File: src/rtl/instruction_fetch_unit_pkg.sv
// ---------------------------------------------------------------------------
// instruction_fetch_unit_pkg
//   Shared constants and types for the fetch stage and its branch target
//   buffer: the NOP encoding used for pipeline bubbles, the 2-bit counter
//   reset/allocation values, the IF/ID register record and the saturating
//   counter helper.
// ---------------------------------------------------------------------------
package instruction_fetch_unit_pkg;

  // ADDI x0, x0, 0 -- what ID sees whenever IF/ID holds a bubble.
  localparam logic [31:0] NOP_INST = 32'h0000_0013;

  // Counter value of every BTB entry after reset (weakly not-taken).
  localparam logic [1:0] CTR_RESET = 2'b01;

  // Counter value of a freshly allocated entry (weakly taken).
  localparam logic [1:0] CTR_ALLOC = 2'b10;

  // Contents of the IF/ID pipeline register.
  typedef struct packed {
    logic [31:0] inst;
    logic [31:0] pc;
    logic        valid;
    logic        predTaken;
    logic [31:0] predTarget;
  } ifIdReg_t;

  localparam ifIdReg_t IF_ID_BUBBLE = '{
    inst:       NOP_INST,
    pc:         32'h0,
    valid:      1'b0,
    predTaken:  1'b0,
    predTarget: 32'h0
  };

  // Two-bit saturating counter step: never wraps past 00 or 11.
  function automatic logic [1:0] ctrStep(input logic [1:0] ctr, input logic taken);
    if (taken) begin
      return (ctr == 2'b11) ? ctr : ctr + 2'b01;
    end
    return (ctr == 2'b00) ? ctr : ctr - 2'b01;
  endfunction

endpackage

File: src/rtl/instruction_fetch_unit_btb.sv
// ---------------------------------------------------------------------------
// branch_target_buffer
//   Direct-mapped BTB with 2-bit direction counters. Lookup is purely
//   combinational; training is applied on the rising clock edge. Addresses
//   are supplied as word addresses (byte address bits [31:2]).
//
//   clk             in   clock
//   reset           in   asynchronous, active-low
//   i_lookupWord    in   word address being fetched
//   o_predTaken     out  entry valid, tag matches, counter MSB set
//   o_predTarget    out  stored target of the indexed entry
//   i_updateEn      in   train the entry selected by i_updateWord
//   i_updateWord    in   word address of the resolved instruction
//   i_updateTaken   in   resolved direction
//   i_updateTarget  in   resolved taken target
// ---------------------------------------------------------------------------
module branch_target_buffer
  import instruction_fetch_unit_pkg::*;
#(
  parameter int ENTRIES = 32
) (
  input  logic        clk,
  input  logic        reset,
  input  logic [29:0] i_lookupWord,
  output logic        o_predTaken,
  output logic [31:0] o_predTarget,
  input  logic        i_updateEn,
  input  logic [29:0] i_updateWord,
  input  logic        i_updateTaken,
  input  logic [31:0] i_updateTarget
);

  localparam int IDX_W = $clog2(ENTRIES);
  localparam int TAG_W = 30 - IDX_W;

  logic             r_valid  [ENTRIES];
  logic [TAG_W-1:0] r_tag    [ENTRIES];
  logic [31:0]      r_target [ENTRIES];
  logic [1:0]       r_ctr    [ENTRIES];

  logic [IDX_W-1:0] w_lkIdx;
  logic [IDX_W-1:0] w_upIdx;
  logic [TAG_W-1:0] w_lkTag;
  logic [TAG_W-1:0] w_upTag;
  logic             w_lkHit;
  logic             w_upHit;

  assign w_lkIdx = i_lookupWord[IDX_W-1:0];
  assign w_lkTag = i_lookupWord[29:IDX_W];
  assign w_upIdx = i_updateWord[IDX_W-1:0];
  assign w_upTag = i_updateWord[29:IDX_W];

  assign w_lkHit = r_valid[w_lkIdx] && (r_tag[w_lkIdx] == w_lkTag);
  assign w_upHit = r_valid[w_upIdx] && (r_tag[w_upIdx] == w_upTag);

  // Lookup reads the arrays before this edge's training lands, so a
  // same-cycle lookup and update of one entry sees the old contents.
  assign o_predTaken  = w_lkHit && r_ctr[w_lkIdx][1];
  assign o_predTarget = r_target[w_lkIdx];

  // Training: a hit moves the counter, a taken miss replaces the entry,
  // a not-taken miss leaves the table untouched.
  always_ff @(posedge clk or negedge reset) begin
    if (!reset) begin
      for (int i = 0; i < ENTRIES; i++) begin
        r_valid[i]  <= 1'b0;
        r_tag[i]    <= '0;
        r_target[i] <= '0;
        r_ctr[i]    <= CTR_RESET;
      end
    end else if (i_updateEn) begin
      if (w_upHit) begin
        r_ctr[w_upIdx] <= ctrStep(r_ctr[w_upIdx], i_updateTaken);
        if (i_updateTaken) begin
          r_target[w_upIdx] <= i_updateTarget;
        end
      end else if (i_updateTaken) begin
        r_valid[w_upIdx]  <= 1'b1;
        r_tag[w_upIdx]    <= w_upTag;
        r_target[w_upIdx] <= i_updateTarget;
        r_ctr[w_upIdx]    <= CTR_ALLOC;
      end
    end
  end

endmodule

File: src/rtl/instruction_fetch_unit.sv
// ---------------------------------------------------------------------------
// instruction_fetch_unit
//   IF stage plus IF/ID register. Holds the PC, drives the (combinational)
//   instruction memory address, predicts the next PC through the BTB and
//   honours EX redirects, ecall halt and hazard stalls.
//
//   clk, reset (async active-low)
//   is_stall / is_halted             hold PC and IF/ID
//   imem_addr / imem_dout            instruction memory interface
//   ex_mispredict / ex_correct_pc    redirect and flush
//   ex_update_en, ex_pc, ex_taken, ex_target   BTB training from EX
//   if_id_*                          IF/ID register outputs to ID
// ---------------------------------------------------------------------------
module instruction_fetch_unit
  import instruction_fetch_unit_pkg::*;
#(
  parameter int          BTB_ENTRIES = 32,
  parameter logic [31:0] RESET_PC    = 32'h0000_0000
) (
  input  logic        clk,
  input  logic        reset,
  input  logic        is_stall,
  input  logic        is_halted,
  output logic [31:0] imem_addr,
  input  logic [31:0] imem_dout,
  input  logic        ex_mispredict,
  input  logic [31:0] ex_correct_pc,
  input  logic        ex_update_en,
  input  logic [31:0] ex_pc,
  input  logic        ex_taken,
  input  logic [31:0] ex_target,
  output logic [31:0] if_id_inst,
  output logic [31:0] if_id_pc,
  output logic        if_id_valid,
  output logic        if_id_pred_taken,
  output logic [31:0] if_id_pred_target
);

  logic [31:0] r_pc;
  ifIdReg_t    r_ifId;

  logic        w_predTaken;
  logic [31:0] w_btbTarget;
  logic [31:0] w_predNext;
  logic        w_unusedExPcLow;

  // Instructions are word aligned; the byte offset of ex_pc carries no
  // information for the BTB.
  assign w_unusedExPcLow = ^ex_pc[1:0];

  branch_target_buffer #(
    .ENTRIES (BTB_ENTRIES)
  ) u_btb (
    .clk            (clk),
    .reset          (reset),
    .i_lookupWord   (r_pc[31:2]),
    .o_predTaken    (w_predTaken),
    .o_predTarget   (w_btbTarget),
    .i_updateEn     (ex_update_en),
    .i_updateWord   (ex_pc[31:2]),
    .i_updateTaken  (ex_taken),
    .i_updateTarget (ex_target)
  );

  assign w_predNext = w_predTaken ? w_btbTarget : r_pc + 32'd4;

  // PC and IF/ID advance together. A redirect wins over halt and stall;
  // halt and stall simply hold both, so the held PC refetches the same
  // instruction next cycle.
  always_ff @(posedge clk or negedge reset) begin
    if (!reset) begin
      r_pc   <= RESET_PC;
      r_ifId <= IF_ID_BUBBLE;
    end else if (ex_mispredict) begin
      r_pc   <= ex_correct_pc;
      r_ifId <= IF_ID_BUBBLE;
    end else if (!is_halted && !is_stall) begin
      r_pc              <= w_predNext;
      r_ifId.inst       <= imem_dout;
      r_ifId.pc         <= r_pc;
      r_ifId.valid      <= 1'b1;
      r_ifId.predTaken  <= w_predTaken;
      r_ifId.predTarget <= w_predNext;
    end
  end

  assign imem_addr         = r_pc;
  assign if_id_inst        = r_ifId.inst;
  assign if_id_pc          = r_ifId.pc;
  assign if_id_valid       = r_ifId.valid;
  assign if_id_pred_taken  = r_ifId.predTaken;
  assign if_id_pred_target = r_ifId.predTarget;

endmodule

File: config.mk
export PLATFORM = sky130hd
export DESIGN_NAME = instruction_fetch_unit
export DESIGN_NICKNAME = d
export VERILOG_FILES = /design/src/rtl/instruction_fetch_unit_pkg.sv /design/src/rtl/instruction_fetch_unit_btb.sv /design/src/rtl/instruction_fetch_unit.sv
export SDC_FILE = /design/constraint.sdc
export NUM_CORES = 2
export LEC_CHECK = 0
export ABC_CLOCK_PERIOD_IN_PS = 5700
export CAP_MARGIN = 20
export CORE_MARGIN = 5
export CORE_UTILIZATION = 40
export CTS_CLUSTER_DIAMETER = 60
export CTS_CLUSTER_SIZE = 40
export DETAILED_ROUTE_END_ITERATION = 12
export PLACE_DENSITY = 0.66
export SETUP_SLACK_MARGIN = 0.1
export SYNTH_ARGS = -nofsm -noshare
export SYNTH_HDL_FRONTEND = slang
export SYNTH_SLANG_ARGS = --single-unit
File: constraint.sdc
create_clock -name clk -period 5.7 [get_ports clk]
set_clock_uncertainty 0.05 [all_clocks]
set_input_delay 1.14 -clock clk [delete_from_list [all_inputs] [get_ports clk]]
set_output_delay 1.14 -clock clk [all_outputs]
set_load 0.01 [all_outputs]
==> impl_metrics.ini <==
[die]
initial_core_util = 0.402
core-area_um2 = 248000
die_area_um2 = 260000
die_h_um = 510
die_w_um = 510
rows = 183
ios = 265

[logic_synthesis]
synth-simple-area-share = 0.0286
yosys_most_used_dff = dfrtp_1
synth-async-reset-ratio = 1.00
yosys.area.top_type = dfrtp_1
synth_xor_xnor_area_share = 0.00518
syn-num-nets = 6762
synthAdderAreaFrac = 0.000326
ys_ff_latch = 2050
syn-instance-count = 6626
synthMuxAreaShare = 0.378
synth.avg_cell_area_um2 = 15.1
synth_top_family_by_area = multiplexers
ys_types = 64
yosysTopAreaCellShare = 0.505
netlist_top_cells_area = dfrtp_1 (51%), mux2_2 (21%), mux4_2 (16%)
yosysSeqAreaShare = 0.514
synth_top_cells_by_count = dfrtp_1 (2015), mux2_2 (1836), mux4_2 (695), clkbuf_1 (437), nand2_1 (316)
synth_area_um2 = 99800
synth.most_common_cell = dfrtp_1
synth-compound-area-share = 0.0410
yosysWarningCount = 0
synth_edf_count = 0

[cts]
post_cts_buffers = 0
clk_latency_ns = 0.83
path_clk_slew_ns = 0.10
clockRootBuffer = clkbuf_16
hold_buffers = 0
clk_path_buf_depth = 3
cts_buffers = 134
cts-resized-gates = 0
h-tree-depth = 4
clock-sinks = 2050
tritoncts = yes

[timing]
max_freq_ghz = 0.193
rsz0062_at_grt = false
whs_ns = 0.265
maxSlewHeadroom = 0.282
slew_viol_final = 0
fin_crit_sh = 0.911
hold_viol_final = 0
setup_viol = 0
worst_pin_slew_ns = 1.07
min_period_ns = 5.19

[pwr]
p_leak_uw = 0.0498
irDropWorstVdd_mv = 0.309
p_total_uw = 35300
powerDensity_nw_per_um2 = 314

[drt]
drt_iter0_markers = 6374
drc = 0
ant_nets = 0
avgViaCountPerCell = 6.13
wl_per_cell_um = 30.5
vias = 62137
firstDrtPassIters = 9
wl_um = 309000

[global_route]
grt_pass1_vias = 64180
grt_usage = 0.236
grt_max_degree = 162
busiest_layer = met2
global_route.usage.met3 = 0.0442
grt_first_pass_wirelength_um = 453000
grt-ovfl-total = 0
gr-usage-met1 = 0.325
grt_antenna_before_repair = 23
grtUsageMet2 = 0.371

[worst_setup_path]
r2r-end = if_id_pred_target[22]$_DFFE_PN0P_
reg2reg_depth = 13
crit_arrival_ns = 5.86
crit_start = imem_addr[2]$_DFFE_PN0P_
path_max_fanout = 62
endpoint = if_id_pred_target[22]$_DFFE_PN0P_
r2r_slack_ns = 0.51
cp-start-kind = flop
end_kind = flop
reg2reg_from = imem_addr[2]$_DFFE_PN0P_
critical_path_required_ns = 6.36
crit_type = flop to flop

[cells_and_area]
fillers = 21620
area_delta_synth_final_pct = 12.7
drive_above_1_share = 0.478
final_cells = 10132
fin_util = 0.453
fin_nets = 6814

[placed_design]
dpl.hpwl_um = 189000
gp_congestion = 0.839
port_buffers = 262
place_inst = 9871

[job]
drv.max_cap_violation_count = 0

[worst_hold_path]
hold_class = input port to asynchronous set/reset pin

[status]
status = completed
## area by class of cell
cell class,count,area [um^2],area share
diodes,11,27.5,0.000245
flip-flops and latches,2050,51400,0.456
clock buffers,149,3560,0.0316
multi-input cells,3899,45600,0.405
clock inverters,100,1310,0.0116
repair buffers,591,6540,0.0581
inverters,2,10.0,0.0000889
well taps,3330,4170,0.0370
## layout by cell type, fill, tap and decap left out, types with 25 or more instances in the layout
master | netlist | routed
dfrtp_1 | 2015 | 2010
mux2_2 | 1836 | 1836
mux4_2 | 695 | 695
nand2_1 | 316 | 308
clkdlybuf4s50_1 | 0 | 258
buf_4 | 62 | 217
a22oi_1 | 147 | 147
clkbuf_16 | 0 | 140
buf_12 | 0 | 112
mux2i_1 | 109 | 109
o21ai_0 | 84 | 84
a21oi_1 | 80 | 80
a31oi_1 | 68 | 68
xor2_1 | 49 | 49
o211ai_1 | 41 | 41
nand4_1 | 39 | 39
nand3_1 | 38 | 37
dfstp_2 | 35 | 35
o221ai_1 | 34 | 34
a22o_1 | 33 | 33
nand2b_1 | 33 | 33
mux2_1 | 29 | 29
nor2_4 | 0 | 28
inv_6 | 0 | 27
nor2_1 | 53 | 25
## stage by stage
stage	TNS, ns	area, um^2	worst slack, ns
floorplan	0	99800	1.29
global placement	-0.225	108000	-0.0342
detailed placement	-0.688	108000	-0.0622
CTS	0	112000	0.612
global route	0	113000	0.348
finish	0	113000	0.507
## worst max-delay path, cell delays in order (launching register included)
cell	delay (ns)
dfrtp_4	0.85
buf_4	0.72
mux2i_1	0.17
a221oi_1	0.54
o21ai_0	0.18
a21oi_1	0.46
buf_4	0.26
xor2_1	0.08
nor4_2	0.51
nand4b_4	0.17
buf_12	0.22
o211ai_1	0.41
buf_4	0.24
nand2_1	0.06
## report_power, final
| part | leakage [uW] | switching (uW) | internal, uW |
|---|---|---|---|
| Combinational | 0.0203 | 2970 | 3560 |
| Sequential | 0.0271 | 1250 | 16400 |
| Clock | 0.00237 | 5770 | 5390 |
| Total | 0.0498 | 9990 | 25300 |
## routing by layer
layer	routed length, um	share of wire
met3	22600	0.073
met2	146000	0.47
met1	127000	0.41
met4	13700	0.044
met5	120	0.00039
## worst min path at each step
stage / from / end / slack [ns] / depth (start not counted)
2_1_floorplan: u_btb.r_valid[1]$_DFFE_PN0P_ / u_btb.r_valid[1]$_DFFE_PN0P_ / 0.40 / 1
3_3_place_gp: if_id_pred_target[3]$_DFFE_PN0P_ / if_id_pred_target[3]$_DFFE_PN0P_ / 0.41 / 1
3_5_place_dp: if_id_pred_target[7]$_DFFE_PN0P_ / if_id_pred_target[7]$_DFFE_PN0P_ / 0.41 / 2
4_1_cts: reset / u_btb.r_target[106]$_DFFE_PN0P_ / 0.25 / 1
5_1_grt: reset / u_btb.r_target[106]$_DFFE_PN0P_ / 0.27 / 1
6_report: reset / u_btb.r_target[106]$_DFFE_PN0P_ / 0.27 / 1
## registers in the layout (all words and copies together), names as in the netlist
| register | flops |
|---|---|
| imem_addr | 32 |
| if_id_pc | 32 |
| u_btb.r_valid | 32 |
| u_btb.r_target | 1024 |
| if_id_pred_taken | 1 |
| if_id_inst | 32 |
| u_btb.r_ctr | 64 |
| if_id_valid | 1 |
| if_id_pred_target | 32 |
| u_btb.r_tag | 800 |
## kinds of logic after synthesis
family	after synthesis
DFF	2050
buffers and inverters	677
and+or+nand+nor	593
muxes	2669
adders and majority gates	3
xor gates and xnor gates	59
AOI/OAI and AO/OA	575
Note: power is estimated with default switching activity, not from simulation.
